## src/rtl/regfile_dump_reader.sv

```systemverilog
// rtl/regfile_dump_reader.sv - walks the register file and streams (index, value) pairs with a running checksum
module regfile_dump_reader #(
  parameter int NUM_REGS  = 32,
  parameter bit SKIP_ZERO = 1'b0
) (
  input  logic        clk,
  input  logic        reset,
  input  logic        start,
  output logic [4:0]  rd_addr,
  input  logic [31:0] rd_data,
  input  logic        wr_en,
  input  logic [4:0]  wr_addr,
  input  logic [31:0] wr_data,
  output logic        out_valid,
  input  logic        out_ready,
  output logic [4:0]  out_addr,
  output logic [31:0] out_data,
  output logic        busy,
  output logic        done,
  output logic [31:0] checksum
);

  typedef enum logic [1:0] {IDLE, FETCH, SEND, DONE} state_t;

  localparam logic [4:0] LAST_IDX  = 5'(NUM_REGS - 1);
  localparam logic [4:0] FIRST_IDX = SKIP_ZERO ? 5'd1 : 5'd0;

  state_t     state, state_next;
  logic [4:0] idx;
  logic       handshake;
  logic       bypass;

  assign handshake = out_valid && out_ready;
  // A write landing in the sampling cycle wins over the stale read; $0 is hardwired.
  assign bypass = wr_en && (wr_addr == idx) && (idx != 5'd0);

  always_ff @(posedge clk) begin
    if (reset) state <= IDLE;
    else       state <= state_next;
  end

  always_comb begin
    state_next = state;
    case (state)
      IDLE:    if (start) state_next = FETCH;
      FETCH:   state_next = SEND;
      SEND:    if (handshake) state_next = (idx == LAST_IDX) ? DONE : FETCH;
      DONE:    state_next = IDLE;
      default: state_next = IDLE;
    endcase
  end

  always_comb begin
    rd_addr = (state == FETCH) ? idx : 5'd0;
    busy    = (state == FETCH) || (state == SEND);
    done    = (state == DONE);
  end

  always_ff @(posedge clk) begin
    if (reset) begin
      idx       <= 5'd0;
      out_valid <= 1'b0;
      out_addr  <= 5'd0;
      out_data  <= 32'd0;
      checksum  <= 32'd0;
    end else begin
      case (state)
        IDLE: begin
          if (start) begin
            checksum <= 32'd0;
            idx      <= FIRST_IDX;
          end
        end
        FETCH: begin
          out_addr  <= idx;
          out_data  <= bypass ? wr_data : rd_data;
          out_valid <= 1'b1;
        end
        SEND: begin
          if (handshake) begin
            checksum  <= checksum + out_data;
            out_valid <= 1'b0;
            if (idx != LAST_IDX) idx <= idx + 5'd1;
          end
        end
        default: ;
      endcase
    end
  end

endmodule

```

## config.mk

```make
export PLATFORM = sky130hd
export DESIGN_NAME = regfile_dump_reader
export DESIGN_NICKNAME = d
export VERILOG_FILES = /design/src/rtl/regfile_dump_reader.sv
export SDC_FILE = /design/constraint.sdc
export NUM_CORES = 1
export LEC_CHECK = 0
export BUFFER_PORTS_ARGS = -buffer_cell sky130_fd_sc_hd__buf_4
export CAP_MARGIN = 0
export CORE_MARGIN = 5
export CORE_UTILIZATION = 52
export DETAILED_ROUTE_END_ITERATION = 7
export GPL_TIMING_DRIVEN = 0
export PLACE_DENSITY = 0.81
export SLEW_MARGIN = 0
export SYNTH_ARGS = -nofsm -noshare
export SYNTH_HDL_FRONTEND = slang
export SYNTH_SLANG_ARGS = --single-unit
```

## constraint.sdc

```tcl
create_clock -name clk -period 3.55 [get_ports clk]
set_input_delay 0.355 -clock clk [delete_from_list [all_inputs] [get_ports clk]]
set_output_delay 0.355 -clock clk [all_outputs]
set_load 0.02 [all_outputs]
```

==> results of run 1 <==
-- state kept, by name, indices dropped and copies added, names as in the netlist --
register	count
checksum	32
out_data	32
out_addr	5
idx	5
state	2
out_valid	1
-- stage by stage --
| stage | hold WS, ns | total power, mW |
|---|---|---|
| after global routing | 0.343 | 3.85 |
| after global placement | 0.458 | 2.86 |
| after floorplan | 0.501 | 2.29 |
| after CTS | 0.335 | 3.63 |
| after detailed placement | 0.464 | 2.92 |
| final | 0.346 | 3.62 |
-- kinds of logic (layout without fill, tap and decap cells) --
kind of cell | Yosys count | after routing
compound gates | 173 | 173
xor+xnor | 29 | 29
fa+ha+maj | 40 | 40
buf+inv | 41 | 206
flops | 77 | 77
mux | 34 | 34
simple gates | 166 | 166
-- critical path, stage by stage, from the launching register on --
cell       delay [ns]
dfxtp_1          0.38
ha_1             0.21
inv_1            0.06
fa_1             0.38
and2b_1          0.25
o2111ai_1        0.19
a211oi_2         0.34
o21ai_2          0.15
a2111oi_4        0.41
o211ai_2         0.16
a21oi_2          0.21
or4_1            0.13
nand3_1          0.07
-- placed cells by master, fill, tap and decap left out, types with 3 or more instances in the layout --
cell | netlist | layout
a22oi_1 | 15 | 15
nor2_1 | 79 | 79
clkinv_2 | 0 | 3
nand4_1 | 6 | 6
nand2b_1 | 6 | 6
clkbuf_8 | 0 | 9
o21ai_1 | 6 | 6
buf_2 | 3 | 3
o211ai_1 | 3 | 3
dfxtp_1 | 77 | 77
nor2b_1 | 3 | 3
nor3_1 | 6 | 6
inv_1 | 11 | 11
nor3b_1 | 3 | 3
a21o_1 | 12 | 12
nand3_1 | 5 | 5
buf_4 | 1 | 150
and2b_2 | 3 | 3
and2_1 | 5 | 5
ha_1 | 39 | 39
xor2_1 | 12 | 12
o21bai_1 | 5 | 5
a211oi_1 | 41 | 41
buf_1 | 4 | 4
xnor2_1 | 17 | 17
o21a_1 | 4 | 4
o21ai_0 | 27 | 27
clkbuf_1 | 16 | 18
mux2i_1 | 34 | 34
nand2_1 | 36 | 36
buf_6 | 4 | 4
a21oi_1 | 40 | 40
-- layout make-up --
cell class	instances	area, um^2	area share [%]
clock inverters	5	75.1	1.20
repair buffers	149	1120	17.9
plain buffers	30	153	2.44
multi-input cells	442	3060	48.9
well taps	111	139	2.22
clock buffers	11	131	2.10
flip-flops and latches	77	1540	24.6
inverters	11	41.3	0.659
-- metal layers --
metal  share of wire, %  track usage (%)
met4                1.6             8.14
met1                 44             30.6
met2                 47             41.7
met5                  0                0
met3                7.0             4.68
-- power breakdown --
group          leakage [nW]  switching [mW]  internal, mW
clock network         0.107           0.323         0.393
logic                  2.01            1.03         0.666
registers             0.627           0.178          1.04
total                  2.75            1.53          2.10
-- worst paths after layout --
check / end / cells after the start / startpoint
min: out_data[13]$_SDFFE_PP0P_ / 3 / rd_data[13]
max reg2reg: checksum[30]$_SDFFE_PP0P_ / 12 / out_data[0]$_SDFFE_PP0P_
min reg2reg: checksum[24]$_SDFFE_PP0P_ / 2 / checksum[24]$_SDFFE_PP0P_
max: checksum[30]$_SDFFE_PP0P_ / 12 / out_data[0]$_SDFFE_PP0P_
==> results.txt, run 1 <==
Tcrit/Tclk final - 86.1%
Mapped Nets - 674
placed inst area - 0.00606 mm^2
predominant post-synthesis flop cell - dfxtp_1
Num CTS Buffers - 9
Routed WL per cell - 16.5 um
CTS tree - built
synth cell count leaders - nor2_1, dfxtp_1, a211oi_1
vias in the first global route - 4681
Layout Utilization - 68.8%
Vias - 4835
initial antenna violation count - 0
number of buffers inserted by hold repair at cts - 0
XOR/XNOR share of the synthesized area - 5.29%
Final Hold Fails - 0
Critical Path AT - 3.29 ns
clk_lat worst skew - 0.35 ns
CTS H-tree lvls - 3
async set or reset register ratio after synthesis - 0%
final setup TNS - 0 ns
die span in y - 106 um
mux contribution to synthesized area - 7.09%
dpl ws - 0.599 ns
GRT Resource Usage Total - 24.3%
Cells after Synth - 560
drt total wl - 13.8 mm
first-pass GRT wire length - 22.4 mm
share of layout cells above drive strength 1 - 26.5%
Post-Syn Area per Cell - 8.57 um^2
CTS Root Cell - clkbuf_8
# Post-CTS Setup Buffers - 0
largest net degree at the start of global routing - 13
area share of the largest cell type after synthesis - 32.1%
drt pass-1 iters - 5
max cap viols - 0
CP endpoint kind - flop
Worst Hold Class - in -> reg
synth-to-layout area growth - 30.5%
Startpoint Class - flop
fin area - 0.00626 mm^2
ANT cells - 0
gpl congestion - 0.867
f_max - 327 MHz
Yosys Warn Count - 0
placed instance count - 820
Clock Pin Slew Worst Setup and Hold Paths - 0.08 ns
most frequent cell after synthesis - nor2_1
number of synthesized flops with an enable pin - 0
pwr dens - 579 mW/mm^2
post-synthesis adder-cell area fraction - 10.6%
grt ovf - 0
non-filler instance count after layout - 836
FILL cells - 759
Reg2Reg Setup Slack - 0.50 ns
Max clock buf depth - 2
core box area - 0.00911 mm^2
crit-path max FO - 3
Simple-Gate Fraction of Synth Area - 16.0%
Worst-Margin Slew - 0.605 ns
post-CTS resize count - 0
synth unique cells - 62
Final Net Count - 834
DR vias/cell - 5.78
post-route setup slack - 0.495 ns
Remaining DRCs - 0
post-DP HPWL - 10.9 mm
CTS Sinks - 77
Max Clock Skew - 0.0124 ns
die area - 0.0113 mm^2
RSZ-0062 raised after global routing - no
Initial DRC Count - 207
largest family of logic cells by synthesized area - compound AO/OA/AOI/OAI gates
Slew headroom - 59.7%
P_leak - 2.75 nW
Antenna Nets Post-Route - 0
Tmin final - 3.05 ns
flops & latches, synth - 77
CP Class - reg -> reg
row cnt - 35
Max VDD drop - 0.404 mV
cell area after synthesis - 0.00480 mm^2
sequential fraction of the synthesis area - 32.1%
io pins - 151
Compound-Gate Fraction of Synth Area - 24.9%
status - completed
Initial Utilization - 52.7%
final setup violation count - 0
top cells by area, synth - dfxtp_1, ha_1, mux2i_1, a211oi_1, nor2_1
Final Max Slew Viols - 0
Die W - 106 um
Port Buffers - 149
post-synth top area cell - dfxtp_1
WP data required - 3.79 ns
Power figures use the tool's default switching activity.
==> run 2, diff against run 1 <==
--- a/config.mk
+++ b/config.mk
@@ -5,13 +5,13 @@
 export SDC_FILE = /design/constraint.sdc
 export NUM_CORES = 1
 export LEC_CHECK = 0
-export BUFFER_PORTS_ARGS = -buffer_cell sky130_fd_sc_hd__buf_4
 export CAP_MARGIN = 0
 export CORE_MARGIN = 5
-export CORE_UTILIZATION = 52
+export CORE_UTILIZATION = 60
 export DETAILED_ROUTE_END_ITERATION = 7
+export DONT_BUFFER_PORTS = 1
 export GPL_TIMING_DRIVEN = 0
-export PLACE_DENSITY = 0.81
+export PLACE_DENSITY = 0.76
 export SLEW_MARGIN = 0
 export SYNTH_ARGS = -nofsm -noshare
 export SYNTH_HDL_FRONTEND = slang
==> results.txt, run 2 (same netlist as run 1, synthesis figures left out) <==
crit path cell chain - ha_1 > inv_1 > fa_1 > and2b_1 > o2111ai_1 > a211oi_2 > o21ai_2 > a2111oi_4 > o211ai_2 > a21oi_2 > or4_1 > nand3_1
fin area - 0.00513 mm^2 (-18%)
post-DP HPWL - 9.75 mm (-11%)
most common cell after layout, fill and taps aside - nor2_1
Worst Hold Class - in -> reg
Max clock buf depth - 2 (unchanged)
Clock Pin Slew Worst Setup and Hold Paths - 0.08 ns (about the same)
CP endpoint kind - flop
f_max - 310 MHz (-5.3%)
die span in y - 99.4 um (-6.3%)
Worst-Margin Slew - 0.615 ns (+0.00988 ns)
CP Class - reg -> reg
Slew headroom - 58.9% (-0.74 points)
DR vias/cell - 6.26 (+8.3%)
CP max stage cell - dfxtp_1
number of buffers inserted by hold repair at cts - 0 (unchanged)
pwr dens - 641 mW/mm^2 (+11%)
P_leak - 1.98 nW (-28%)
Final Hold Fails - 0 (unchanged)
largest net degree at the start of global routing - 13 (unchanged)
initial antenna violation count - 0 (unchanged)
row cnt - 32 (-8.6%)
final setup violation count - 0 (unchanged)
vias in the first global route - 4238 (-9.5%)
max cap viols - 0 (unchanged)
Vias - 4241 (-12%)
clk_lat worst skew - 0.34 ns (about the same)
hold slack - 0.242 ns (-0.103 ns)
drt pass-1 iters - 5 (unchanged)
io pins - 151 (unchanged)
Largest regs - checksum: 32 flops, out_data: 32 flops
Initial Utilization - 61.8% (+9.1 points)
CTS Root Cell - clkbuf_8
RSZ-0062 raised after global routing - no
CTS H-tree lvls - 3 (unchanged)
placed inst area - 0.00493 mm^2 (-19%)
Final Net Count - 685 (-18%)
CTS tree - built
CTS Sinks - 77 (unchanged)
gpl congestion - 0.888 (+2.4%)
Max VDD drop - 0.354 mV (-12%)
Antenna Nets Post-Route - 0 (unchanged)
first-pass GRT wire length - 20.5 mm (-8.6%)
Layout Utilization - 66.0% (-2.8 points)
share of layout cells above drive strength 1 - 7.65% (-19 points)
post-CTS resize count - 0 (unchanged)
Initial DRC Count - 149 (-28%)
Final Max Slew Viols - 0 (unchanged)
Startpoint Class - flop
synth-to-layout area growth - 6.80%
ANT cells - 0 (unchanged)
commonest non-fill, non-tap cells in the layout - nor2_1, dfxtp_1, a211oi_1
status - completed
drt total wl - 12.7 mm (-8.3%)
Num CTS Buffers - 9 (unchanged)
crit-path max FO - 3 (unchanged)
Remaining DRCs - 0 (unchanged)
WP data required - 3.78 ns (about the same)
die area - 0.00989 mm^2 (-12%)
Routed WL per cell - 18.7 um (+13%)
GRT Resource Usage Total - 25.2% (+0.87 points)
grt ovf - 0 (unchanged)
Tcrit/Tclk final - 90.8% (+4.8 points)
core box area - 0.00777 mm^2 (-15%)
final setup TNS - 0 ns (unchanged)
Port Buffers - 0 (-100%)
# Post-CTS Setup Buffers - 0 (unchanged)
Critical Path AT - 3.46 ns (+0.17 ns)
Max Clock Skew - 0.00920 ns (-0.00323 ns)
Die W - 99.4 um (-6.3%)
Tmin final - 3.22 ns (+0.170 ns)
CP peak stage delay - 0.52 ns (+0.11 ns)
run 2: changes by cell type in the layout (fill, tap and decap cells not counted), sizes merged:
cell | before | now
buf | 161 | 12
bufinv | 2 | 1
clkinv | 3 | 2
clkinvlp | 0 | 1
run 2: critical path: cells and delay by family (launching register included):
| family | cells | cell delay [ns] |
|---|---|---|
| compound gates | 6 | 1.43 |
| fa+ha+maj | 2 | 0.64 |
| flops | 1 | 0.52 |
| simple gates | 3 | 0.46 |
| buf+inv | 1 | 0.06 |
run 2: routing by layer:
metal / track usage [%] / vias up / wire [um]
li1: - / 2058 / -
met1: 30.1 / 1973 / 5190
met2: 44.0 / 186 / 6100
met3: 6.66 / 24 / 1180
met4: 7.98 / 0 / 193
met5: 0 / - / 0
run 2: layout make-up:
| class | instances | area (um^2) |
|---|---|---|
| Sequential cell | 77 | 1540 |
| Fill cell | 684 | 2640 |
| Clock inverter | 4 | 47.5 |
| Clock buffer | 11 | 151 |
| Inverter | 11 | 41.3 |
| Multi-Input combinational cell | 442 | 3060 |
| Buffer | 30 | 153 |
| Tap cell | 102 | 128 |
run 2: path summary, 6_finish.rpt:
path / slack (ns) / from / depth (start not counted) / to
setup / recovery: 0.33 / out_data[0]$_SDFFE_PP0P_ / 12 / checksum[30]$_SDFFE_PP0P_
hold / removal: 0.24 / rd_data[11] / 2 / out_data[11]$_SDFFE_PP0P_
hold reg to reg: 0.58 / state[1]$_SDFFE_PP0P_ / 1 / state[1]$_SDFFE_PP0P_
setup reg to reg: 0.33 / out_data[0]$_SDFFE_PP0P_ / 12 / checksum[30]$_SDFFE_PP0P_
run 2: per-stage QoR:
step                      total power [mW]  instances  worst slack, ns
after global placement                2.56        662            0.423
after CTS                             3.28        677            0.330
after detailed placement              2.61        662            0.365
final                                 3.28        677            0.325
after floorplan                       2.29        560            0.771
after global routing                  3.50        677            0.141
run 2: power breakdown:
group          switching [mW]  internal, mW  total, mW
registers               0.403          1.04       1.44
logic                   0.745         0.418       1.16
clock network           0.323         0.357      0.681
total                    1.47          1.81       3.28
==> run 3, diff against run 2 <==
--- a/config.mk
+++ b/config.mk
@@ -6,7 +6,6 @@
 export NUM_CORES = 1
 export LEC_CHECK = 0
 export CAP_MARGIN = 0
-export CORE_MARGIN = 5
 export CORE_UTILIZATION = 60
 export DETAILED_ROUTE_END_ITERATION = 7
 export DONT_BUFFER_PORTS = 1
==> results.txt, run 3 (same netlist as run 1, synthesis figures left out) <==
Final Max Slew Viols - 0 (unchanged)
DR vias/cell - 6.19 (-1.2%)
Remaining DRCs - 0 (unchanged)
Initial Utilization - 62.1% (+0.32 points)
initial antenna violation count - 0 (unchanged)
Final Net Count - 685 (unchanged)
Max VDD drop - 0.330 mV (-6.7%)
CTS Sinks - 77 (unchanged)
number of buffers inserted by hold repair at cts - 0 (unchanged)
Startpoint Class - flop
Critical Path AT - 3.45 ns (about the same)
drt pass-1 iters - 4 (-1)
GRT Resource Usage Total - 29.2% (+4.0 points)
RSZ-0062 raised after global routing - no
Port Buffers - 0 (unchanged)
Vias - 4196 (-1.1%)
WP data required - 3.79 ns (about the same)
# Post-CTS Setup Buffers - 0 (unchanged)
f_max - 311 MHz (+0.18%)
io pins - 151 (unchanged)
CP peak stage delay - 0.53 ns (about the same)
placed instance count - 662 (unchanged)
status - completed
share of layout cells above drive strength 1 - 7.64% (-0.013 points)
crit path cell chain - ha_1 > inv_1 > fa_1 > and2b_1 > o2111ai_1 > a211oi_2 > o21ai_2 > a2111oi_4 > o211ai_2 > a21oi_2 > or4_1 > nand3_1
die span in y - 91.4 um (-8.0%)
Tmin final - 3.22 ns (-0.00576 ns)
Clock Pin Slew Worst Setup and Hold Paths - 0.08 ns (about the same)
fin area - 0.00514 mm^2 (+0.24%)
Num CTS Buffers - 9 (unchanged)
CP max stage cell - dfxtp_1
core box area - 0.00773 mm^2 (-0.52%)
P_leak - 1.99 nW (+0.22%)
gpl congestion - 0.862 (-3.0%)
placed inst area - 0.00493 mm^2 (unchanged)
synth-to-layout area growth - 7.06%
final setup violation count - 0 (unchanged)
Worst-Margin Slew - 0.686 ns (+0.0715 ns)
non-filler instance count after layout - 678 (+0.15%)
largest net degree at the start of global routing - 13 (unchanged)
Final Hold Fails - 0 (unchanged)
Initial DRC Count - 167 (+12%)
CTS tree - built
Largest regs - checksum: 32 flops, out_data: 32 flops
Max Clock Skew - 0.00994 ns (+0.000735 ns)
final setup TNS - 0 ns (unchanged)
first-pass GRT wire length - 19.5 mm (-4.8%)
Slew headroom - 54.2% (-4.8 points)
commonest non-fill, non-tap cells in the layout - nor2_1, dfxtp_1, a211oi_1
clk_lat worst skew - 0.35 ns (about the same)
Tcrit/Tclk final - 90.7% (-0.16 points)
CP endpoint kind - flop
post-CTS resize count - 0 (unchanged)
Antenna Nets Post-Route - 0 (unchanged)
Routed WL per cell - 18.1 um (-3.5%)
most common cell after layout, fill and taps aside - nor2_1
CTS H-tree lvls - 3 (unchanged)
grt ovf - 0 (unchanged)
max cap viols - 0 (unchanged)
ANT cells - 0 (unchanged)
CP Class - reg -> reg
Max clock buf depth - 2 (unchanged)
vias in the first global route - 4091 (-3.5%)
pwr dens - 644 mW/mm^2 (+0.58%)
CTS Root Cell - clkbuf_8
drt total wl - 12.2 mm (-3.4%)
post-DP HPWL - 9.15 mm (-6.1%)
Worst Hold Class - in -> reg
crit-path max FO - 3 (unchanged)
Die W - 91.4 um (-8.0%)
die area - 0.00836 mm^2 (-15%)
row cnt - 32 (unchanged)
## run 3: power breakdown
group | leakage, nW | switching [mW] | internal [mW] | total [mW]
clock network | 0.106 | 0.323 | 0.382 | 0.705
logic | 1.26 | 0.754 | 0.417 | 1.17
registers | 0.627 | 0.397 | 1.04 | 1.43
## run 3: final timing paths
path	slack [ns]	from	endpoint	cells past startpoint
setup / recovery	0.33	out_data[0]$_SDFFE_PP0P_	checksum[30]$_SDFFE_PP0P_	12
hold / removal	0.23	rd_data[18]	out_data[18]$_SDFFE_PP0P_	2
setup reg to reg	0.33	out_data[0]$_SDFFE_PP0P_	checksum[30]$_SDFFE_PP0P_	12
hold reg to reg	0.57	state[1]$_SDFFE_PP0P_	state[1]$_SDFFE_PP0P_	1
## run 3: per-stage QoR
stage	hold slack [ns]	utilization, %	total power, mW	setup WS [ns]
5_1_grt	0.239	66.5	3.50	0.106
4_1_cts	0.229	66.5	3.30	0.360
2_1_floorplan	0.501	-	2.29	0.771
3_3_place_gp	0.528	63.8	2.55	0.457
3_5_place_dp	0.548	63.8	2.60	0.397
6_report	0.235	66.5	3.31	0.331
## run 3: final cells by class
type	count	area (um^2)
Fill cell	670	2590
Tap cell	102	128
Inverter	11	41.3
Clock inverter	3	42.5
Clock buffer	13	169
Buffer	30	153
Sequential cell	77	1540
Multi-Input combinational cell	442	3060
## run 3: critical path, delay by kind of cell (launching register included)
kind / cells / cell delay (ns)
AOI/OAI and AO/OA: 6 / 1.40
adders and majority gates: 2 / 0.65
DFF: 1 / 0.53
and+or+nand+nor: 3 / 0.47
buffers and inverters: 1 / 0.07
## run 3: layer usage
metal | GRT usage (%) | wire length (um) | up-vias
li1 | - | - | 2065
met1 | 35.6 | 5230 | 1962
met2 | 49.7 | 5960 | 148
met3 | 6.03 | 807 | 21
met4 | 12.2 | 238 | 0
met5 | 0 | 0 | -
